--- src/rtl/operand_fetch_pkg.sv ---
// Shared types for the operand-fetch stage: widths, register index, shift codes, FSM states.
package operand_fetch_pkg;

    localparam int unsigned DATA_W = 16;
    localparam int unsigned REG_N  = 8;
    localparam int unsigned ADDR_W = $clog2(REG_N);

    typedef logic [ADDR_W-1:0] reg_addr_t;

    typedef enum logic [1:0] {
        SH_NONE = 2'b00,
        SH_LSL  = 2'b01,
        SH_LSR  = 2'b10,
        SH_ASR  = 2'b11
    } shift_t;

    typedef enum logic [1:0] {
        StIdle,
        StReadA,
        StReadB,
        StDone
    } fetch_state_t;

endpackage

--- src/rtl/operand_fetch_if.sv ---
// Instruction-in, writeback and operand-out signals of the operand-fetch stage.
interface operand_fetch_if;
    import operand_fetch_pkg::*;

    logic              in_valid;
    logic              in_ready;
    reg_addr_t         in_rn;
    reg_addr_t         in_rm;
    reg_addr_t         in_rd;
    shift_t            in_shift;
    logic              in_use_a;

    logic              wr_en;
    reg_addr_t         wr_addr;
    logic [DATA_W-1:0] wr_data;

    logic              out_valid;
    logic              out_ready;
    logic [DATA_W-1:0] out_a;
    logic [DATA_W-1:0] out_b;
    shift_t            out_shift;
    reg_addr_t         out_rd;

    modport master (
        output in_valid, in_rn, in_rm, in_rd, in_shift, in_use_a,
        output wr_en, wr_addr, wr_data,
        output out_ready,
        input  in_ready, out_valid, out_a, out_b, out_shift, out_rd
    );

    modport slave (
        input  in_valid, in_rn, in_rm, in_rd, in_shift, in_use_a,
        input  wr_en, wr_addr, wr_data,
        input  out_ready,
        output in_ready, out_valid, out_a, out_b, out_shift, out_rd
    );

endinterface

--- src/rtl/regfile_8x16.sv ---
// General register file: one asynchronous read port, one synchronous write port.
module regfile_8x16
    import operand_fetch_pkg::*;
(
    input  logic              clk_i,
    input  logic              rst_i,
    input  reg_addr_t         raddr_i,
    output logic [DATA_W-1:0] rdata_o,
    input  logic              we_i,
    input  reg_addr_t         waddr_i,
    input  logic [DATA_W-1:0] wdata_i
);

    logic [DATA_W-1:0] regs_q [REG_N];

    always_ff @(posedge clk_i or posedge rst_i) begin
        if (rst_i) begin
            for (int i = 0; i < REG_N; i++) begin
                regs_q[i] <= '0;
            end
        end else if (we_i) begin
            regs_q[waddr_i] <= wdata_i;
        end
    end

    assign rdata_o = regs_q[raddr_i];

endmodule

--- src/rtl/operand_fetch.sv ---
// Operand-fetch stage: reads A (optional) then B over one read port and holds them for the ALU.
module operand_fetch
    import operand_fetch_pkg::*;
(
    input  logic     clk_i,
    input  logic     rst_i,
    operand_fetch_if.slave bus
);

    fetch_state_t      state_q;
    logic              in_ready_q;
    logic              out_valid_q;
    reg_addr_t         rn_q;
    reg_addr_t         rm_q;
    reg_addr_t         rd_q;
    shift_t            shift_q;
    logic [DATA_W-1:0] a_q;
    logic [DATA_W-1:0] b_q;

    reg_addr_t         raddr;
    logic [DATA_W-1:0] rf_rdata;
    logic [DATA_W-1:0] rd_data;

    regfile_8x16 u_regfile (
        .clk_i   (clk_i),
        .rst_i   (rst_i),
        .raddr_i (raddr),
        .rdata_o (rf_rdata),
        .we_i    (bus.wr_en),
        .waddr_i (bus.wr_addr),
        .wdata_i (bus.wr_data)
    );

    assign raddr = (state_q == StReadA) ? rn_q : rm_q;

    // Same-cycle writeback to the register being read wins over the stale array value.
    assign rd_data = (bus.wr_en && (bus.wr_addr == raddr)) ? bus.wr_data : rf_rdata;

    always_ff @(posedge clk_i or posedge rst_i) begin
        if (rst_i) begin
            state_q     <= StIdle;
            in_ready_q  <= 1'b1;
            out_valid_q <= 1'b0;
            rn_q        <= '0;
            rm_q        <= '0;
            rd_q        <= '0;
            shift_q     <= SH_NONE;
            a_q         <= '0;
            b_q         <= '0;
        end else begin
            unique case (state_q)
                StIdle: begin
                    if (bus.in_valid) begin
                        rn_q       <= bus.in_rn;
                        rm_q       <= bus.in_rm;
                        rd_q       <= bus.in_rd;
                        shift_q    <= bus.in_shift;
                        in_ready_q <= 1'b0;
                        if (bus.in_use_a) begin
                            state_q <= StReadA;
                        end else begin
                            a_q     <= '0;
                            state_q <= StReadB;
                        end
                    end
                end
                StReadA: begin
                    a_q     <= rd_data;
                    state_q <= StReadB;
                end
                StReadB: begin
                    b_q         <= rd_data;
                    out_valid_q <= 1'b1;
                    state_q     <= StDone;
                end
                StDone: begin
                    if (bus.out_ready) begin
                        out_valid_q <= 1'b0;
                        in_ready_q  <= 1'b1;
                        state_q     <= StIdle;
                    end
                end
                default: state_q <= StIdle;
            endcase
        end
    end

    assign bus.in_ready  = in_ready_q;
    assign bus.out_valid = out_valid_q;
    assign bus.out_a     = a_q;
    assign bus.out_b     = b_q;
    assign bus.out_shift = shift_q;
    assign bus.out_rd    = rd_q;

endmodule

--- src/flat_wrapper.sv ---
// flat-port wrapper written by rule: the top's interface ports become plain ports
module operand_fetch_flat import operand_fetch_pkg::*;
  (clk_i, rst_i, bus_in_valid, bus_in_rn, bus_in_rm, bus_in_rd, bus_in_shift, bus_in_use_a, bus_wr_en, bus_wr_addr, bus_wr_data, bus_out_ready, bus_in_ready, bus_out_valid, bus_out_a, bus_out_b, bus_out_shift, bus_out_rd);
  operand_fetch_if bus_i ();
  input  logic clk_i;
  input  logic rst_i;
  input wire logic [$bits(bus_i.in_valid)-1:0] bus_in_valid;
  input wire logic [$bits(bus_i.in_rn)-1:0] bus_in_rn;
  input wire logic [$bits(bus_i.in_rm)-1:0] bus_in_rm;
  input wire logic [$bits(bus_i.in_rd)-1:0] bus_in_rd;
  input wire logic [$bits(bus_i.in_shift)-1:0] bus_in_shift;
  input wire logic [$bits(bus_i.in_use_a)-1:0] bus_in_use_a;
  input wire logic [$bits(bus_i.wr_en)-1:0] bus_wr_en;
  input wire logic [$bits(bus_i.wr_addr)-1:0] bus_wr_addr;
  input wire logic [$bits(bus_i.wr_data)-1:0] bus_wr_data;
  input wire logic [$bits(bus_i.out_ready)-1:0] bus_out_ready;
  output wire logic [$bits(bus_i.in_ready)-1:0] bus_in_ready;
  output wire logic [$bits(bus_i.out_valid)-1:0] bus_out_valid;
  output wire logic [$bits(bus_i.out_a)-1:0] bus_out_a;
  output wire logic [$bits(bus_i.out_b)-1:0] bus_out_b;
  output wire logic [$bits(bus_i.out_shift)-1:0] bus_out_shift;
  output wire logic [$bits(bus_i.out_rd)-1:0] bus_out_rd;
  assign bus_i.in_valid = bus_in_valid;
  assign bus_i.in_rn = bus_in_rn;
  assign bus_i.in_rm = bus_in_rm;
  assign bus_i.in_rd = bus_in_rd;
  assign bus_i.in_shift = bus_in_shift;
  assign bus_i.in_use_a = bus_in_use_a;
  assign bus_i.wr_en = bus_wr_en;
  assign bus_i.wr_addr = bus_wr_addr;
  assign bus_i.wr_data = bus_wr_data;
  assign bus_i.out_ready = bus_out_ready;
  assign bus_in_ready = bus_i.in_ready;
  assign bus_out_valid = bus_i.out_valid;
  assign bus_out_a = bus_i.out_a;
  assign bus_out_b = bus_i.out_b;
  assign bus_out_shift = bus_i.out_shift;
  assign bus_out_rd = bus_i.out_rd;
  operand_fetch u_core (.clk_i(clk_i), .rst_i(rst_i), .bus(bus_i));
endmodule
--- config.mk ---
export PLATFORM = sky130hd
export DESIGN_NAME = operand_fetch_flat
export DESIGN_NICKNAME = d
export VERILOG_FILES = /design/src/rtl/operand_fetch_pkg.sv /design/src/rtl/operand_fetch_if.sv /design/src/rtl/regfile_8x16.sv /design/src/rtl/operand_fetch.sv /design/src/flat_wrapper.sv
export SDC_FILE = /design/constraint.sdc
export NUM_CORES = 1
export LEC_CHECK = 0
export CAP_MARGIN = 20
export CORE_MARGIN = 2
export CORE_UTILIZATION = 45
export CTS_BUF_LIST = sky130_fd_sc_hd__clkbuf_16
export CTS_CLUSTER_SIZE = 16
export DETAILED_ROUTE_END_ITERATION = 8
export SLEW_MARGIN = 20
export SYNTH_ARGS = -nofsm -noshare
export SYNTH_HDL_FRONTEND = slang
export SYNTH_SLANG_ARGS = --single-unit
--- constraint.sdc ---
create_clock -name clk_i -period 7.8 [get_ports clk_i]
set_input_delay 0.78 -clock clk_i [delete_from_list [all_inputs] [get_ports clk_i]]
set_output_delay 0.78 -clock clk_i [all_outputs]
set_load 0.02 [all_outputs]
# Word-level counts from Yosys, hierarchy flattened
# Cells that the tools add are included.
# classes
magnitude_cmp,3
eq_ne,7
mux,20
bitwise_logic,2
reduce_logical,11
# ops
operator,n
bitwise mux 128 bit,1
two-way mux 16 bit,6
binary-select mux 16 bit (select 3 bit),1
demux 16 bit (select 3 bit),1
case mux 16 bit (2 select lines),1
>= comparator 4 bit (second input constant),2
NOT 3 -> 4 bit,2
case mux 2 bit (4 select lines),1
two-way mux 2 bit,3
!= test 2 bit (second input constant),3
AND reduction 2 bit,3
AND reduction 3 bit,2
nonzero test 2 bit,3
equality test 2 bit (second input constant),2
less-than comparator 4 x 1 -> 1 bit (second input constant),1
case mux 1 bit (2 select lines),2
equality test 3 bit,1
two-way mux 1 bit,3
two-way mux 3 bit,1
equality test 2 x 1 -> 1 bit (second input constant),1
logical AND 1 bit,2
zero test 2 bit,1
# word_totals
ff_bits,175
inputBits,36
output_inout_bits,39
elab_cells,60

# Depth between registers and ports, before layout
# logic_depth
ltp_word,8
depth_mapped,9
mapped_depth_nobuf,7

# Cells and area by module
# A second synthesis with hierarchy kept.
# hier_totals
hier_cells,549
hier_area_um2,8404.3
# modules_own_cells
module,n_inst,cells_each,area_each_um2,seq_area_each_um2
regfile_8x16,1,338,6024.5,3203.1
operand_fetch,1,211,2379.8,1177.4

# Worst setup path before layout
# Ideal clock, no wire load.
# synth_path
kind,input -> register
startpoint,in bus_wr_en
endpoint,reg u_core.u_regfile.regs_q[48] (netlist name)
setup_time_ps,125
t_arrival_ps,2228
required_ps,7675
path_slack_ps,5447
cell_stages,5
path_buffers,2
cell_sequence,clkbuf_1 -> nand2_1 -> nor3_1 -> buf_2 -> mux2_2
# synth_rtl
item,line_no,rtl
start: declaration,flat_wrapper.sv:13,input wire logic [$bits(bus_i.wr_en)-1:0] bus_wr_en;
end signal: indexed assignment,regfile_8x16.sv:22,regs_q[waddr_i] <= wdata_i;
end: declaration,regfile_8x16.sv:14,logic [DATA_W-1:0] regs_q [REG_N];

# Final worst setup path
# layout_path
startpoint,reg u_core.state_q[1]
endpoint,reg u_core.b_q[5] (netlist: u_core.bus.out_b[5])
# layout_via
elab_chain_len,7
word_cells_on_any_way,10
# layout_rtl
item,line_no,rtl
start: declaration,operand_fetch.sv:10,fetch_state_t state_q;
start signal: assignment,operand_fetch.sv:41,state_q <= StIdle;
start signal: assignment,operand_fetch.sv:60,state_q <= StReadA;
start signal: assignment,operand_fetch.sv:63,state_q <= StReadB;
equality test 2 x 1 -> 1 bit,operand_fetch.sv:34,assign raddr = (state_q == StReadA) ? rn_q : rm_q;
two-way mux 3 bit,operand_fetch.sv:34,
NOT 3 -> 4 bit (implied by the code),regfile_8x16.sv:26,assign rdata_o = regs_q[raddr_i];
binary-select mux 16 bit (select 3 bit),regfile_8x16.sv:26,
two-way mux 16 bit (implied by the code) (2 in series),regfile_8x16.sv:26,
two-way mux 16 bit,operand_fetch.sv:37,assign rd_data = (bus.wr_en && (bus.wr_addr == raddr)) ? bus.wr_data : rf_rdata;
end signal: assignment,operand_fetch.sv:72,b_q <= rd_data;
end: declaration,operand_fetch.sv:18,logic [DATA_W-1:0] b_q;
# Parallel ways exist; a longest one is shown, timed or not. The select of a mux whose other input is x is not followed.
# A chain may end at the register's enable or synchronous reset.

==> results.json <==
{
  "gp_congestion": 0.775,
  "finalCritPeriodShare": 0.448,
  "irDropWorstVdd_mv": 0.270,
  "max_freq_ghz": 0.286,
  "ys_top_cells_by_area": "dfrtp_1 53%, mux2_2 19%, mux2i_1 4.1%",
  "synth-xor-area-share": 0.00319,
  "synth_cells": 710,
  "rsz0062_at_grt": "no",
  "ys_seq_area_frac": 0.531,
  "drv_slew": 0,
  "synth_fa_ha_area_frac": 0.00607,
  "std_cell_rows": 49,
  "setup_tns_ns": 0,
  "synth_top_family_by_area": "multiplexers",
  "start_util": 0.459,
  "synth_top_area_share": 0.528,
  "wl_per_cell_um": 22.0,
  "antenna_found_initial": 0,
  "crit_path_cell_trace": "inv_1 > ha_1 > mux2i_4 > buf_4 > xnor2_1 > or4b_4 > o21ai_1 > o22ai_1",
  "hp-class": "register to register",
  "clock_latency_ns": 0.44,
  "clock_sinks": 175,
  "wl_um": 21900,
  "cp-start-kind": "register",
  "ys.flop_type": "dfrtp_1",
  "cpMaxStageDelayCell": "or4b_4",
  "fin_crit_ns": 3.50,
  "setup_viol": 0,
  "cts_buffers": 17,
  "yosysUniqueCellTypes": 40,
  "clockRootBuffer": "clkbuf_16",
  "fillers": 1549,
  "fin_skew_ns": 0.0113,
  "min-delay-start": "u_core.bus.out_a[13]$_DFFE_PP0P_",
  "hpwl_um": 13300,
  "grt_start_max_net_pins": 102,
  "fin_nets": 796,
  "syn_area_per_cell_um2": 11.6,
  "clk_path_buf_depth": 2,
  "crit_start": "u_core.state_q[1]$_DFFE_PP0P_",
  "firstDrtPassIters": 7,
  "status": "completed",
  "cts_hold_buf": 0,
  "vias": 5908,
  "finalHoldViolCount": 0,
  "post_cts_buffers": 0,
  "cts_resized": 0,
  "synth-compound-area-share": 0.124,
  "yosys.area_share.simple": 0.0593,
  "synth_edf_count": 0,
  "path_buf_inv": 2,
  "worstSetupPathType": "register to register",
  "antenna_left": 0,
  "grt_pass1_wl_um": 34800,
  "htree_levels": 4,
  "maxCapViolCount": 0,
  "clkTransAtPathRegs_ns": 0.07,
  "synth_area_um2": 8250,
  "die_x_um": 139,
  "diodes": 0,
  "crit_required_ns": 8.10,
  "ys_ff_latch": 175,
  "p_leak_nw": 4.08,
  "synthMuxAreaShare": 0.236,
  "slew_headroom": 0.247,
  "async_flop_share": 1.00,
  "die_area_um2": 19400,
  "yosysWarningCount": 0,
  "die_h_um": 139,
  "synth.top_cells.by_count": "174 x dfrtp_1, 141 x mux2_2, 51 x nor2_1",
  "tightestPinTransition_ns": 1.13,
  "critPathTopFamily": "buffers and inverters",
  "cp-end-kind": "register",
  "path_max_fanout": 61,
  "syn_to_final_growth_pct": 17.9,
  "powerDensity_nw_per_um2": 401,
  "yosysMostFrequentCell": "dfrtp_1",
  "first_iter_violations": 477,
  "post-route-drc-count": 0,
  "final_util": 0.541,
  "cts_tree": "done",
  "vias_per_cell": 5.92,
  "core_area_um2": 18000,
  "r2r_start": "u_core.state_q[1]$_DFFE_PP0P_",
  "yosysTopAreaCell": "dfrtp_1",
  "overflow": 0,
  "grt_pass1_vias": 6225,
  "power.total_mw": 3.89,
  "num_io_pins": 75,
  "synth_nets": 750,
  "worstPathArrival_ns": 3.80,
  "grt_use_total": 0.233,
  "io_buffer_count": 74,
  "drive_above_1_share": 0.246,
  "critPathMaxStageDelay_ns": 0.75
}
-- power breakdown --
group	switching, mW	internal [mW]	total [mW]	leakage [nW]
Clock	0.352	0.496	0.847	0.283
Combinational	0.985	0.711	1.70	1.67
Sequential	0.194	1.16	1.35	2.13
Total	1.53	2.36	3.89	4.08
-- cells in the final DEF (no fill, tap or decap), types with 3 or more instances in the layout --
cell / count
mux2i_1: 32
nand4b_1: 3
o21ai_0: 35
ha_1: 4
nor2_1: 51
nand2_1: 26
inv_1: 22
dfrtp_1: 174
o22ai_1: 30
o21ai_1: 43
a211oi_1: 14
clkinv_1: 5
clkdlybuf4s50_1: 74
o221ai_1: 16
bufinv_16: 3
mux2_2: 141
nand3_1: 3
a32oi_1: 3
nand2b_1: 6
clkbuf_16: 17
nor2b_1: 6
buf_4: 12
a21oi_1: 20
-- kinds of logic after synthesis --
logic type | after synthesis
buf+inv | 80
flops | 175
simple gates | 102
xor+xnor | 3
fa+ha+maj | 4
mux | 176
compound gates | 170
-- path summary, 6_finish.rpt --
path	slack (ns)	to	cells past startpoint
hold reg to reg	0.50	u_core.bus.out_a[13]$_DFFE_PP0P_	2
max in group asynchronous	5.39	u_core.u_regfile.regs_q[100]$_DFFE_PP0P_	3
setup / recovery	4.30	u_core.bus.out_b[5]$_DFFE_PP0P_	8
hold / removal	0.50	u_core.bus.out_a[13]$_DFFE_PP0P_	2
setup reg to reg	4.30	u_core.bus.out_b[5]$_DFFE_PP0P_	8
min in group asynchronous	0.93	u_core.bus.out_rd[1]$_DFFE_PP0P_	2
-- per-stage QoR --
stage	hold slack, ns	setup WS (ns)	cells	instance area, um^2
after detailed placement	0.488	4.30	966	9140
after floorplan	0.474	2.28	710	8250
after CTS	0.502	4.31	998	9720
final	0.499	4.30	998	9720
after global routing	0.514	4.09	998	9720
after global placement	0.470	4.48	966	9140
-- state kept, by name (all words and copies together) (netlist names) --
name and count:
u_core.rm_q 3, u_core.bus.out_b 16, u_core.bus.out_a 16, u_core.rn_q 3, u_core.bus.out_rd 3, u_core.bus.in_ready 1, u_core.bus.out_valid 1, u_core.bus.out_shift 2
u_core.u_regfile.regs_q 128, u_core.state_q 2
-- layout make-up --
class                           count  area [um^2]  area share
Clock buffer                       17          425      0.0438
Clock inverter                     15          154      0.0158
Inverter                           21         83.8     0.00862
Multi-Input combinational cell    455         3560       0.366
Sequential cell                   175         4380       0.451
Tap cell                          229          287      0.0295
Timing Repair Buffer               86          831      0.0854
-- worst min-delay path: stages, from the launching register on --
cell and delay (ns):
dfrtp_1 0.35, nand2_1 0.05, o21ai_1 0.06
-- per-layer routing --
layer / routed length (um) / vias to the layer above / track usage / share of wire
li1: - / 2642 / - / -
met1: 9410 / 3054 / 0.300 / 0.43
met2: 11100 / 178 / 0.398 / 0.50
met3: 1080 / 34 / 0.0444 / 0.049
met4: 359 / 0 / 0.0781 / 0.016
met5: 0 / - / 0 / 0
Note: power is estimated with default switching activity, not from simulation.
